$ cat config.mk
export PLATFORM = sky130hd
export DESIGN_NAME = integer_dispatch
export DESIGN_NICKNAME = d
export VERILOG_FILES = /design/src/rtl/integer_dispatch_pkg.sv /design/src/rtl/integer_dispatch_rename_table.sv /design/src/rtl/integer_dispatch.sv
export SDC_FILE = /design/constraint.sdc
export NUM_CORES = 1
export LEC_CHECK = 0
export CAP_MARGIN = 20
export CORE_MARGIN = 8
export CORE_UTILIZATION = 55
export CTS_BUF_LIST = sky130_fd_sc_hd__clkbuf_16
export DETAILED_ROUTE_END_ITERATION = 6
export GPL_TIMING_DRIVEN = 0
export PLACE_DENSITY = 0.84
export SKIP_LAST_GASP = 1
export SLEW_MARGIN = 10
export SYNTH_ARGS = -nofsm -noshare
export SYNTH_HDL_FRONTEND = slang
export SYNTH_SLANG_ARGS = --single-unit
$ cat constraint.sdc
create_clock -name clk -period 5.9 [get_ports clk]
set_clock_uncertainty 0.05 [all_clocks]
set_input_delay 0.885 -clock clk [delete_from_list [all_inputs] [get_ports clk]]
set_output_delay 0.885 -clock clk [all_outputs]
set_load 0.005 [all_outputs]
$ cat src/rtl/integer_dispatch_pkg.sv
// Shared types and constants for the integer dispatch stage feeding the integer issue queue.
package integer_dispatch_pkg;

    localparam int unsigned XLEN          = 32;
    localparam int unsigned ROB_TAG_WIDTH = 4;
    localparam int unsigned N_ARCH_REGS   = 32;
    localparam int unsigned AREG_W        = $clog2(N_ARCH_REGS);
    localparam int unsigned IIQ_OP_W      = 4;

    typedef enum logic [IIQ_OP_W-1:0] {
        OP_ADD  = 4'h0,
        OP_SUB  = 4'h1,
        OP_AND  = 4'h2,
        OP_OR   = 4'h3,
        OP_XOR  = 4'h4,
        OP_SLL  = 4'h5,
        OP_SRL  = 4'h6,
        OP_SRA  = 4'h7,
        OP_SLT  = 4'h8,
        OP_SLTU = 4'h9
    } iiq_op_e;

    typedef struct packed {
        logic                     rdy;
        logic [ROB_TAG_WIDTH-1:0] tag;
        logic [XLEN-1:0]          val;
    } src_opnd_t;

    typedef struct packed {
        logic [IIQ_OP_W-1:0]      op;
        logic [ROB_TAG_WIDTH-1:0] rob_tag;
        logic [AREG_W-1:0]        rd;
        logic                     rd_wr;
        logic                     src1_rdy;
        logic [ROB_TAG_WIDTH-1:0] src1_tag;
        logic [XLEN-1:0]          src1_val;
        logic                     src2_rdy;
        logic [ROB_TAG_WIDTH-1:0] src2_tag;
        logic [XLEN-1:0]          src2_val;
        logic [XLEN-1:0]          imm;
    } iiq_entry_t;

    // A source is ready unless it names a busy register whose producer is not on the bus this cycle.
    function automatic src_opnd_t resolve_src(
        input logic [AREG_W-1:0]        areg,
        input logic                     busy,
        input logic [ROB_TAG_WIDTH-1:0] rat_tag,
        input logic [XLEN-1:0]          arf_data,
        input logic                     wb_v,
        input logic [ROB_TAG_WIDTH-1:0] wb_t,
        input logic [XLEN-1:0]          wb_d
    );
        src_opnd_t s;
        s.rdy = 1'b1;
        s.tag = '0;
        s.val = '0;
        if (areg != '0) begin
            if (!busy) begin
                s.val = arf_data;
            end else if (wb_v && (wb_t == rat_tag)) begin
                s.val = wb_d;
            end else begin
                s.rdy = 1'b0;
                s.tag = rat_tag;
            end
        end
        return s;
    endfunction

endpackage

$ cat src/rtl/integer_dispatch_rename_table.sv
// Architectural-register busy/tag table: two combinational read ports, one allocate port,
// one tag-qualified retire-clear port and a global flush clear.
module integer_dispatch_rename_table
    import integer_dispatch_pkg::*;
(
    input  logic                     clk,
    input  logic                     rst_aL,
    input  logic [AREG_W-1:0]        rs1_addr_i,
    output logic                     rs1_busy_c_o,
    output logic [ROB_TAG_WIDTH-1:0] rs1_tag_c_o,
    input  logic [AREG_W-1:0]        rs2_addr_i,
    output logic                     rs2_busy_c_o,
    output logic [ROB_TAG_WIDTH-1:0] rs2_tag_c_o,
    input  logic                     alloc_en_i,
    input  logic [AREG_W-1:0]        alloc_addr_i,
    input  logic [ROB_TAG_WIDTH-1:0] alloc_tag_i,
    input  logic                     retire_en_i,
    input  logic [AREG_W-1:0]        retire_addr_i,
    input  logic [ROB_TAG_WIDTH-1:0] retire_tag_i,
    input  logic                     flush_i
);

    logic [N_ARCH_REGS-1:0]   busy_q, busy_d;
    logic [ROB_TAG_WIDTH-1:0] tag_q [N_ARCH_REGS];
    logic [ROB_TAG_WIDTH-1:0] tag_d [N_ARCH_REGS];

    assign rs1_busy_c_o = busy_q[rs1_addr_i];
    assign rs1_tag_c_o  = tag_q[rs1_addr_i];
    assign rs2_busy_c_o = busy_q[rs2_addr_i];
    assign rs2_tag_c_o  = tag_q[rs2_addr_i];

    // Allocation is applied after the retire clear so a same-cycle rename of the register wins.
    always_comb begin
        busy_d = busy_q;
        tag_d  = tag_q;
        if (flush_i) begin
            busy_d = '0;
        end else begin
            if (retire_en_i && (tag_q[retire_addr_i] == retire_tag_i)) begin
                busy_d[retire_addr_i] = 1'b0;
            end
            if (alloc_en_i) begin
                busy_d[alloc_addr_i] = 1'b1;
                tag_d[alloc_addr_i]  = alloc_tag_i;
            end
        end
    end

    always_ff @(posedge clk or negedge rst_aL) begin
        if (!rst_aL) begin
            busy_q <= '0;
            for (int unsigned i = 0; i < N_ARCH_REGS; i++) begin
                tag_q[i] <= '0;
            end
        end else begin
            busy_q <= busy_d;
            tag_q  <= tag_d;
        end
    end

endmodule

$ cat src/rtl/integer_dispatch.sv
// Integer dispatch: renames sources, allocates a ROB tag and hands a registered entry to the IIQ,
// snooping the writeback bus while the entry waits for the queue to accept it.
module integer_dispatch
    import integer_dispatch_pkg::*;
(
    input  logic                     clk,
    input  logic                     rst_aL,
    input  logic                     decode_valid,
    output logic                     decode_ready,
    input  logic [IIQ_OP_W-1:0]      decode_op,
    input  logic [AREG_W-1:0]        decode_rs1,
    input  logic [AREG_W-1:0]        decode_rs2,
    input  logic [AREG_W-1:0]        decode_rd,
    input  logic                     decode_rd_wr,
    input  logic [XLEN-1:0]          decode_imm,
    input  logic                     rob_alloc_ready,
    input  logic [ROB_TAG_WIDTH-1:0] rob_tail_tag,
    output logic                     rob_alloc_valid,
    output logic [AREG_W-1:0]        arf_rs1_addr,
    output logic [AREG_W-1:0]        arf_rs2_addr,
    input  logic [XLEN-1:0]          arf_rs1_data,
    input  logic [XLEN-1:0]          arf_rs2_data,
    input  logic                     wb_valid,
    input  logic [ROB_TAG_WIDTH-1:0] wb_tag,
    input  logic [XLEN-1:0]          wb_data,
    input  logic                     retire_valid,
    input  logic [AREG_W-1:0]        retire_rd,
    input  logic [ROB_TAG_WIDTH-1:0] retire_tag,
    input  logic                     flush,
    output logic                     dispatch_valid,
    input  logic                     dispatch_ready,
    output iiq_entry_t               dispatch_data
);

    logic                     dispatch_valid_q, dispatch_valid_d;
    iiq_entry_t               entry_q, entry_d;
    iiq_entry_t               new_entry;
    logic                     accept;
    logic                     rs1_busy, rs2_busy;
    logic [ROB_TAG_WIDTH-1:0] rs1_tag, rs2_tag;
    src_opnd_t                src1, src2;

    assign decode_ready    = rob_alloc_ready && !flush && (!dispatch_valid_q || dispatch_ready);
    assign accept          = decode_valid && decode_ready;
    assign rob_alloc_valid = accept;
    assign arf_rs1_addr    = decode_rs1;
    assign arf_rs2_addr    = decode_rs2;
    assign dispatch_valid  = dispatch_valid_q;
    assign dispatch_data   = entry_q;

    integer_dispatch_rename_table u_rat (
        .clk           (clk),
        .rst_aL        (rst_aL),
        .rs1_addr_i    (decode_rs1),
        .rs1_busy_c_o  (rs1_busy),
        .rs1_tag_c_o   (rs1_tag),
        .rs2_addr_i    (decode_rs2),
        .rs2_busy_c_o  (rs2_busy),
        .rs2_tag_c_o   (rs2_tag),
        .alloc_en_i    (accept && decode_rd_wr && (decode_rd != '0)),
        .alloc_addr_i  (decode_rd),
        .alloc_tag_i   (rob_tail_tag),
        .retire_en_i   (retire_valid),
        .retire_addr_i (retire_rd),
        .retire_tag_i  (retire_tag),
        .flush_i       (flush)
    );

    always_comb begin
        src1 = resolve_src(decode_rs1, rs1_busy, rs1_tag, arf_rs1_data, wb_valid, wb_tag, wb_data);
        src2 = resolve_src(decode_rs2, rs2_busy, rs2_tag, arf_rs2_data, wb_valid, wb_tag, wb_data);
        new_entry          = '0;
        new_entry.op       = decode_op;
        new_entry.rob_tag  = rob_tail_tag;
        new_entry.rd       = decode_rd;
        new_entry.rd_wr    = decode_rd_wr;
        new_entry.src1_rdy = src1.rdy;
        new_entry.src1_tag = src1.tag;
        new_entry.src1_val = src1.val;
        new_entry.src2_rdy = src2.rdy;
        new_entry.src2_tag = src2.tag;
        new_entry.src2_val = src2.val;
        new_entry.imm      = decode_imm;
    end

    // Output register: flush > load new entry > drain on handshake > hold and snoop writeback.
    always_comb begin
        dispatch_valid_d = dispatch_valid_q;
        entry_d          = entry_q;
        if (flush) begin
            dispatch_valid_d = 1'b0;
        end else if (accept) begin
            dispatch_valid_d = 1'b1;
            entry_d          = new_entry;
        end else if (dispatch_valid_q && dispatch_ready) begin
            dispatch_valid_d = 1'b0;
        end else if (dispatch_valid_q && wb_valid) begin
            if (!entry_q.src1_rdy && (entry_q.src1_tag == wb_tag)) begin
                entry_d.src1_rdy = 1'b1;
                entry_d.src1_val = wb_data;
            end
            if (!entry_q.src2_rdy && (entry_q.src2_tag == wb_tag)) begin
                entry_d.src2_rdy = 1'b1;
                entry_d.src2_val = wb_data;
            end
        end
    end

    always_ff @(posedge clk or negedge rst_aL) begin
        if (!rst_aL) begin
            dispatch_valid_q <= 1'b0;
            entry_q          <= '0;
        end else begin
            dispatch_valid_q <= dispatch_valid_d;
            entry_q          <= entry_d;
        end
    end

endmodule

### Word-level counts from Yosys, hierarchy flattened

Cells that the tools add are included.

| storage, ports and cells | value |
|---|---|
| flip-flop bits (word level) | 281 |
| logic and storage cells | 151 |
| bits of input ports | 173 |
| output and inout port bits | 133 |

| cells by class | value |
|---|---|
| magnitude comparators | 11 |
| bitwise operators | 8 |
| equal/unequal tests | 6 |
| mux-type cells | 50 |
| reduce and logical (&&, ||, !) cells | 31 |

Operators with widths:

| kind | number |
|---|---|
| 2-to-1 mux 32 bit | 13 |
| bitwise mux 128 bit | 1 |
| 2-to-1 mux 33 bit | 3 |
| 2-to-1 mux 37 bit | 2 |
| binary-select mux 4 bit (select 5 bit) | 3 |
| AND 32 bit | 1 |
| inverter 32 bit | 1 |
| bitwise OR 32 bit | 1 |
| 2-to-1 mux 4 bit | 7 |
| >= comparator 6 bit, second input constant | 4 |
| < comparator 5 x 6 -> 1 bit, second input constant | 4 |
| inverter 5 -> 6 bit | 4 |
| demux 4 bit (select 5 bit) | 1 |
| equality test 4 bit | 5 |
| 2-to-1 mux 5 bit | 4 |
| logical AND 1 bit | 15 |
| nonzero test 5 bit | 3 |
| 2-to-1 mux 1 bit | 12 |
| binary-select mux 1 bit (select 5 bit) | 2 |
| demux 1 bit (select 5 bit) | 2 |
| >= comparator 5 x 1 -> 1 bit, second input constant | 2 |
| AND reduction 4 bit | 2 |
| < comparator 6 x 1 -> 1 bit, second input constant | 1 |
| nonzero test 2 bit | 3 |
| other kinds (6) | 10 |

### Logic depth before layout (Yosys ltp)

Gate-level depths: netlist (run 1).

| depth | value |
|---|---|
| depth in word-level cells | 11 |
| depth in mapped cells | 12 |
| gate-level depth less buffers | 8 |

### Hierarchy

From an unflattened synthesis (run 1), not the netlist that was laid out.

| second synthesis, totals | value |
|---|---|
| cell total of the unflattened synthesis | 1418 |
| area, all modules | 16503.3 µm² |

Modules (own cells, without submodules):

| module | times used | seq. area each (µm²) | area each (µm²) | cells an instance |
|---|---|---|---|---|
| integer_dispatch_rename_table | 1 | 4003.8 | 10296.1 | 780 |
| integer_dispatch | 1 | 3027.9 | 6207.2 | 638 |

### Least setup slack after synthesis (run 1)

Ideal clock, no wire load.

| path | value |
|---|---|
| path kind | input port to flip-flop |
| start point | in retire_rd[1] |
| end point | reg u_rat.busy_q[20] |
| setup time | 0.125 ns |
| data arrival time | 3.349 ns |
| buffers on the path | 3 |
| required time | 5.725 ns |
| setup slack | 2.375 ns |
| cell stages on the path | 11 |
| path through | clkbuf_1 buf_1 mux4_2 a22oi_1 nand4_1 xor2_1 nor4_2 or3b_1 buf_2 o21ai_1 nand2_1 |

| on the way | value |
|---|---|
| longest elaborated chain between the ends | 11 |
| elaborated cells between the ends (all ways) | 18 |
| those cells by class | 2 x order compare; 1 x eq/ne; 9 x mux; 4 x bitwise; 2 x reduce/logical |

RTL lines:

| what | line | source |
|---|---|---|
| start: declaration | integer_dispatch.sv:27 | `input logic [AREG_W-1:0] retire_rd,` |
| < comparator 5 x 6 -> 1 bit (implied by the code) (tied with other cells) | integer_dispatch_rename_table.sv:40 | `busy_d[retire_addr_i] = 1'b0;` |
| logical AND 1 bit (implied by the code) or binary-select mux 4 bit (select 5 bit) (tied branches) | integer_dispatch_rename_table.sv:40, integer_dispatch_rename_table.sv:39 |  |
| 2-to-1 mux 1 bit (implied by the code) or 2-to-1 mux 4 bit (tied branches) | integer_dispatch_rename_table.sv:40, integer_dispatch_rename_table.sv:39 |  |
| demux 1 bit (select 5 bit) or 2-to-1 mux 4 bit (tied branches) | n/a |  |
| inverter 32 bit (no source line) or equality test 4 bit (tied branches) | n/a |  |
| AND 32 bit (no source line) or logical AND 1 bit (tied branches) | n/a |  |
| 2-to-1 mux 32 bit * | integer_dispatch_rename_table.sv:39 | `if (retire_en_i && (tag_q[retire_addr_i] == retire_tag_i)) begin` |
| 2-to-1 mux 32 bit * | integer_dispatch_rename_table.sv:36 | `if (flush_i) begin` |
| bitwise OR 32 bit (no source line) | n/a |  |
| 2-to-1 mux 32 bit * | integer_dispatch_rename_table.sv:42 | `if (alloc_en_i) begin` |
| 2-to-1 mux 32 bit * | integer_dispatch_rename_table.sv:36 |  |
| named net u_rat.busy_d[20] | integer_dispatch_rename_table.sv:23 | `logic [N_ARCH_REGS-1:0] busy_q, busy_d;` |
| end signal: assignment | integer_dispatch_rename_table.sv:56 | `busy_q <= busy_d;` |
| end: declaration | integer_dispatch_rename_table.sv:23 |  |

The timed path passes the listed nets; every way through them passes the cells marked *. The select of a mux whose other input is x is not followed.
A chain may end at the register's enable or synchronous reset.

### Worst setup path in the final report (run 1)

| path | value |
|---|---|
| start point | in flush |
| end point | out rob_alloc_valid |

| on the way | value |
|---|---|
| longest elaborated chain between the ends | 4 |

RTL lines:

| what | line | source |
|---|---|---|
| start: declaration | integer_dispatch.sv:29 | `input logic flush,` |
| logical NOT 1 bit | integer_dispatch.sv:43 | `assign decode_ready = rob_alloc_ready && !flush && (!dispatch_valid_q \|\| dispatch_ready);` |
| logical AND 1 bit (2 in a row) | integer_dispatch.sv:43 |  |
| logical AND 1 bit | integer_dispatch.sv:44 | `assign accept = decode_valid && decode_ready;` |
| end: declaration | integer_dispatch.sv:18 | `output logic rob_alloc_valid,` |

Every way passes these cells.

==> results of run 1 <==
[flip-flops by register name, indices dropped and copies added (netlist names)]
name	flops
u_rat.tag_q	128
u_rat.busy_q	32
dispatch_valid	1
dispatch_data	120
[layer usage]
layer | vias to the layer above | routed length, um | track usage
li1 | 5943 | - | -
met1 | 6942 | 21460 | 0.4118
met2 | 1017 | 27770 | 0.5283
met3 | 252 | 6955 | 0.09760
met4 | 2 | 3364 | 0.1778
met5 | - | 15 | 0
[worst max-delay path: stages]
cell and delay, ns:
clkdlybuf4s50_1 0.68, and3b_1 0.39, nand2_1 0.17, inv_1 0.13
clkbuf_1 0.50, clkbuf_1 0.42, clkdlybuf4s50_1 0.60
[power breakdown]
group / leakage [nW] / internal (W) / switching [W]
Combinational: 5.16 / 0.000532 / 0.000480
Sequential: 3.71 / 0.00209 / 0.000102
Clock: 0.483 / 0.00113 / 0.000820
Total: 9.35 / 0.00374 / 0.00140
[path summary, 6_finish.rpt]
kind	end	slack (ns)
worst max-delay path	rob_alloc_valid	1.18
worst min-delay path	u_rat.tag_q[83]	0.27
worst max register to register	dispatch_data[41]	2.32
worst min register to register	dispatch_data[111]	0.42
max in group asynchronous	dispatch_data[10]	4.51
min in group clk	dispatch_data[111]	0.42
[kinds of logic after synthesis]
kind of cell	share of synthesized area
buffers and inverters	0.03736
xor gates and xnor gates	0.009359
DFF	0.4420
and+or+nand+nor	0.1175
muxes	0.2967
AOI/OAI and AO/OA	0.09705
[layout by cell type (no fill, tap or decap), drive strengths merged, types with 6 or more instances in the layout]
cell	instances
xor2	10
nand2	212
mux2	133
mux2i	142
mux4	80
inv	7
diode	6
buf	51
nand3	7
clkinv	12
nand3b	8
dfrtp	281
a21oi	53
nor3b	9
nor4	6
nand4	6
clkdlybuf4s50	295
a22oi	49
xnor2	7
nor2b	41
nand2b	12
nor3	10
nor2	88
o21ai	142
clkbuf	104
clkinvlp	6
[cell type report]
class                   count  area, um2
plain buffers             119      579.3
clock buffers              31      775.7
multi-input cells        1053       8283
clock inverters            25      231.5
inverters                   4      15.01
well taps                 384      480.5
fillers                  2021       8180
flip-flops and latches    281       7032
diodes                      6      15.01
repair buffers            300       3033
[through the flow]
| stage | cell area (um2) | util | hold WS (ns) | TNS [ns] |
|---|---|---|---|---|
| 2_1_floorplan | 15910 | - | 0.4118 | 0 |
| 3_3_place_gp | 19350 | 0.6761 | 0.4078 | -2277.46 |
| 3_5_place_dp | 19420 | 0.6783 | 0.4108 | 0 |
| 4_1_cts | 20420 | 0.7135 | 0.2900 | 0 |
| 5_1_grt | 20430 | 0.7139 | 0.3103 | 0 |
| 6_report | 20440 | 0.7142 | 0.2683 | 0 |
==> qor.yml, run 1 <==
status:
  outcome: "completed"
yosys:
  synth_seq_area_share: 0.4420
  synth_cell_types: 49
  synthTopCellsByCount: "dfrtp_1, nand2_1, mux2i_1, mux2_2, nor2_1"
  synth_seq_cells: 281
  syn_nets: 1630
  synth_area_leader_cell: "dfrtp_1"
  ys_async_sr_fraction: 1.000
  ys_top_cells_by_area: "dfrtp_1, mux4_2, mux2_2, mux2i_1, nand2_1"
  syn_inst: 1457
  syn_avg_cell_area_um2: 10.92
  synth_top_area_share: 0.4420
  netlist_area_mm2: 0.01591
  synth_edf_count: 0
  synth_warnings: 0
  synth_ff_type: "dfrtp_1"
  synth_most_common_cell: "dfrtp_1"
route:
  num_vias: 14160
  via_per_inst: 6.426
  drc: 0
  wl_per_cell_um: 27.04
  routed_wl_um: 59560
  first_iter_violations: 1950
  dr.pass1.iters: 6
  detail-route-antenna-nets: 0
worst_hold_path:
  hp-class: "in -> async"
global_routing:
  grt_first_pass_wirelength_um: 87540
  first_global_vias: 14210
  antenna_found_initial: 4
  grtUsageTotal: 0.3345
  grt_max_degree: 113
  grt_overflow_total: 0
worst_setup_path:
  start_kind: "primary input"
  path_max_fanout: 10
  worstPathArrival_ns: 3.78
  worstRegToRegCells: 9
  worstReg2RegStart: "u_rat.tag_q[32]"
  crit_type: "in -> out"
  cp.required_ns: 4.97
  setup.worst_path.start: "flush"
  endpoint_kind: "output port"
timing:
  rsz0062_at_grt: "false"
  max_freq_mhz: 212.1
  min_period_ns: 4.715
  worst_slew_pin_slew_ns: 1.153
  finalCritPeriodShare: 0.7992
  hold_violations: 0
  relSlewSlack: 0.2255
  finalSetupViolCount: 0
  slew_viol_final: 0
  fin_ws_ns: 1.185
final_layout:
  finalNonFillerCells: 2203
  drive_above_1_share: 0.1682
  area_growth_pct: 28.51
  nets: 1963
cts:
  cts_post_setup_buffers_inserted: 0
  clk_pin_slew_worst_paths_ns: 0.06
  cts_buffers: 31
  h-tree-depth: 1
  cts_tree: "built"
  ctsLongestPathBuffers: 3
  cts_resized: 0
  insertion_delay_ns: 0.57
  hold_buffers: 0
  cts_root_buf: "clkbuf_16"
  cts_sinks: 281
placement:
  place_ws_ns: 1.057
  hpwlAfterDp_um: 44300
  placed_cells: 2140
  gp_congestion: 1.037
  portBuffers: 296
run:
  maxCapViolations: 0
power:
  power.total_w: 0.005146
  p_leak_nw: 9.345
  ir_worst_vdd_uv: 227.9
  power.density_mw_per_mm2: 251.7
floorplan:
  ios: 306
  dieHeight_um: 186.1
  fp.dieArea_mm2: 0.03462
  core_mm2: 0.02863
  rows: 62
  dieWidth_um: 186.1
  initial_utilization: 0.5558
Power figures use the tool's default switching activity.
==> run 2: changes to the inputs <==
--- a/config.mk
+++ b/config.mk
@@ -7,11 +7,11 @@
 export LEC_CHECK = 0
 export CAP_MARGIN = 20
 export CORE_MARGIN = 8
-export CORE_UTILIZATION = 55
+export CORE_UTILIZATION = 48
 export CTS_BUF_LIST = sky130_fd_sc_hd__clkbuf_16
 export DETAILED_ROUTE_END_ITERATION = 6
 export GPL_TIMING_DRIVEN = 0
-export PLACE_DENSITY = 0.84
+export PLACE_DENSITY = 0.78
 export SKIP_LAST_GASP = 1
 export SLEW_MARGIN = 10
 export SYNTH_ARGS = -nofsm -noshare
==> constraint.sdc (replaced) <==
create_clock -name clk -period 4.1 [get_ports clk]
set_clock_uncertainty 0.05 [all_clocks]
set_input_delay 0.615 -clock clk [delete_from_list [all_inputs] [get_ports clk]]
set_output_delay 0.615 -clock clk [all_outputs]
set_load 0.005 [all_outputs]
==> qor.yml, run 2 (synthesized netlist as in run 1, its figures left out) <==
final_layout:
  final_cell_mix: "clkdlybuf4s50_1, dfrtp_1, nand2_1"
  final_util: 0.6333
  layout_commonest_cell: "clkdlybuf4s50_1"
  stdcell_area_mm2: 0.02066
  drive_above_1_share: 0.1721
  largest_reg_flops: 128
  area_growth_pct: 29.84
  nets: 1968
  largest-register: "u_rat.tag_q"
worst_setup_path:
  crit_type: "in -> reg"
  path_max_fanout: 10
  path_buf_inv: 2
  worstPathArrival_ns: 4.25
  cp.required_ns: 4.42
  crit_chain: "clkbuf_1 > buf_1 > mux4_2 > a22oi_1 > nand4_1 > xor2_1 > nor4_2 > nand3b_1 > o21ai_0 > o21ai_0"
  start_kind: "primary input"
  cpMostUsedCell: "o21ai_0"
  endpoint_kind: "register"
  critPathTopFamily: "buffers and inverters"
  crit_slowest_cell: "clkbuf_1"
  cpPeakStageDelay_ns: 0.60
route:
  num_vias: 13930
  detail-route-antenna-nets: 0
  routed_wl_um: 60820
  dr.pass1.iters: 5
  wl_per_cell_um: 26.85
  drc: 0
  via_per_inst: 6.148
  first_iter_violations: 1580
power:
  power.total_w: 0.007628
  p_comb_frac: 0.192
  switching_share: 0.2736
  pwr-share-seq: 0.414
  intPower_w: 0.005541
  ir_worst_vdd_uv: 276.0
  p_sw_w: 0.002087
  power.density_mw_per_mm2: 369.3
  clockPowerShare: 0.394
  p_leak_nw: 9.440
timing:
  max_freq_mhz: 254.9
  finalSetupViolCount: 0
  fin_hold_ws_ns: 0.3923
  slew_viol_final: 0
  hold_violations: 0
  fin_setup_tns_ns: 0
  worst_slew_pin_slew_ns: 1.137
  finalCritPeriodShare: 0.9567
  relSlewSlack: 0.2392
  rsz0062_at_grt: "false"
  min_period_ns: 3.923
global_routing:
  grt_first_pass_wirelength_um: 89360
  grt_max_degree: 105
  first_global_vias: 14180
  grtUsageTotal: 0.3008
  grt_overflow_total: 0
  antenna_found_initial: 3
worst_hold_path:
  hp-class: "in -> reg"
cts:
  cts_tree: "built"
  cts_post_setup_buffers_inserted: 0
  insertion_delay_ns: 0.53
  cts_buffers: 34
  clk_pin_slew_worst_paths_ns: 0.06
  h-tree-depth: 2
  cts_sinks: 281
  ctsLongestPathBuffers: 3
  cts_root_buf: "clkbuf_16"
floorplan:
  ios: 306
  dieHeight_um: 198.1
  core_mm2: 0.03262
  fp.dieArea_mm2: 0.03923
  rows: 66
  initial_utilization: 0.4877
  dieWidth_um: 198.1
placement:
  placed_cell_area_mm2: 0.01952
  hpwlAfterDp_um: 45530
  portBuffers: 296
  gp_congestion: 0.9780
run:
  maxCapViolations: 0
status:
  outcome: "completed"
## run 2: layer usage
metal / GRT usage / routed length [um] / up-vias
met1: 0.3858 / 23660 / 7039
met4: 0.1424 / 2806 / 0
met3: 0.07165 / 5614 / 170
li1: - / - / 5948
met5: 0 / 0 / -
met2: 0.4769 / 28740 / 769
## run 2: repair_timing
action / in CTS / in global routing
hold buffers: 1 / 0
hold endpoints to repair: 27 / 0
endpoints found under the setup margin: 1 / 56
pin swaps: 0 / 0
resized for setup: 1 / 11
## run 2: path summary, 6_finish.rpt
kind                       cells after the start  slack [ns]                from                  to
max in group asynchronous                      4        2.44              rst_aL   dispatch_data[43]
min reg2reg                                    2        0.42  dispatch_data[114]  dispatch_data[114]
max                                           10        0.18        retire_rd[1]    u_rat.busy_q[17]
min in group asynchronous                      2        0.49              rst_aL     u_rat.tag_q[80]
max reg2reg                                    9        0.68     u_rat.tag_q[66]   dispatch_data[62]
min                                            3        0.39        decode_rd[4]  dispatch_data[111]
## run 2: per-stage QoR
| step | setup WS [ns] | instances |
|---|---|---|
| 5_1_grt | 0.003756 | 2264 |
| 3_5_place_dp | -0.5387 | 2199 |
| 4_1_cts | 0.02568 | 2260 |
| 2_1_floorplan | 0.8454 | 1457 |
| 3_3_place_gp | -9.859 | 2195 |
| 6_report | 0.1774 | 2265 |
## run 2: power by group through the flow
| stage | registers, W | clock network, W | logic [W] |
|---|---|---|---|
| 3_5_place_dp | 0.00320 | 0 | 0.00145 |
| 3_3_place_gp | 0.00319 | 0 | 0.00142 |
| 5_1_grt | 0.00318 | 0.00312 | 0.00156 |
| 4_1_cts | 0.00315 | 0.00302 | 0.00146 |
| 6_report | 0.00316 | 0.00301 | 0.00146 |
| 2_1_floorplan | 0.00319 | 0 | 0.000520 |
## run 2: worst register-to-register path, cell delays in order, from the launching register on
cell	delay, ns
dfrtp_1	0.42
mux2i_1	0.12
a22oi_1	0.27
a21oi_1	0.16
nor4_1	0.76
xor2_1	0.18
nor4_2	0.60
clkbuf_1	0.48
o21ai_1	0.14
a21oi_1	0.18
## run 2: area by class of cell
cell class	instances	area, um2
fillers	2627	11960
multi-input cells	1053	8295
flip-flops and latches	281	7032
repair buffers	302	3073
clock buffers	34	850.8
plain buffers	119	585.6
well taps	442	553.0
clock inverters	26	241.5
inverters	4	15.01
diodes	4	10.01
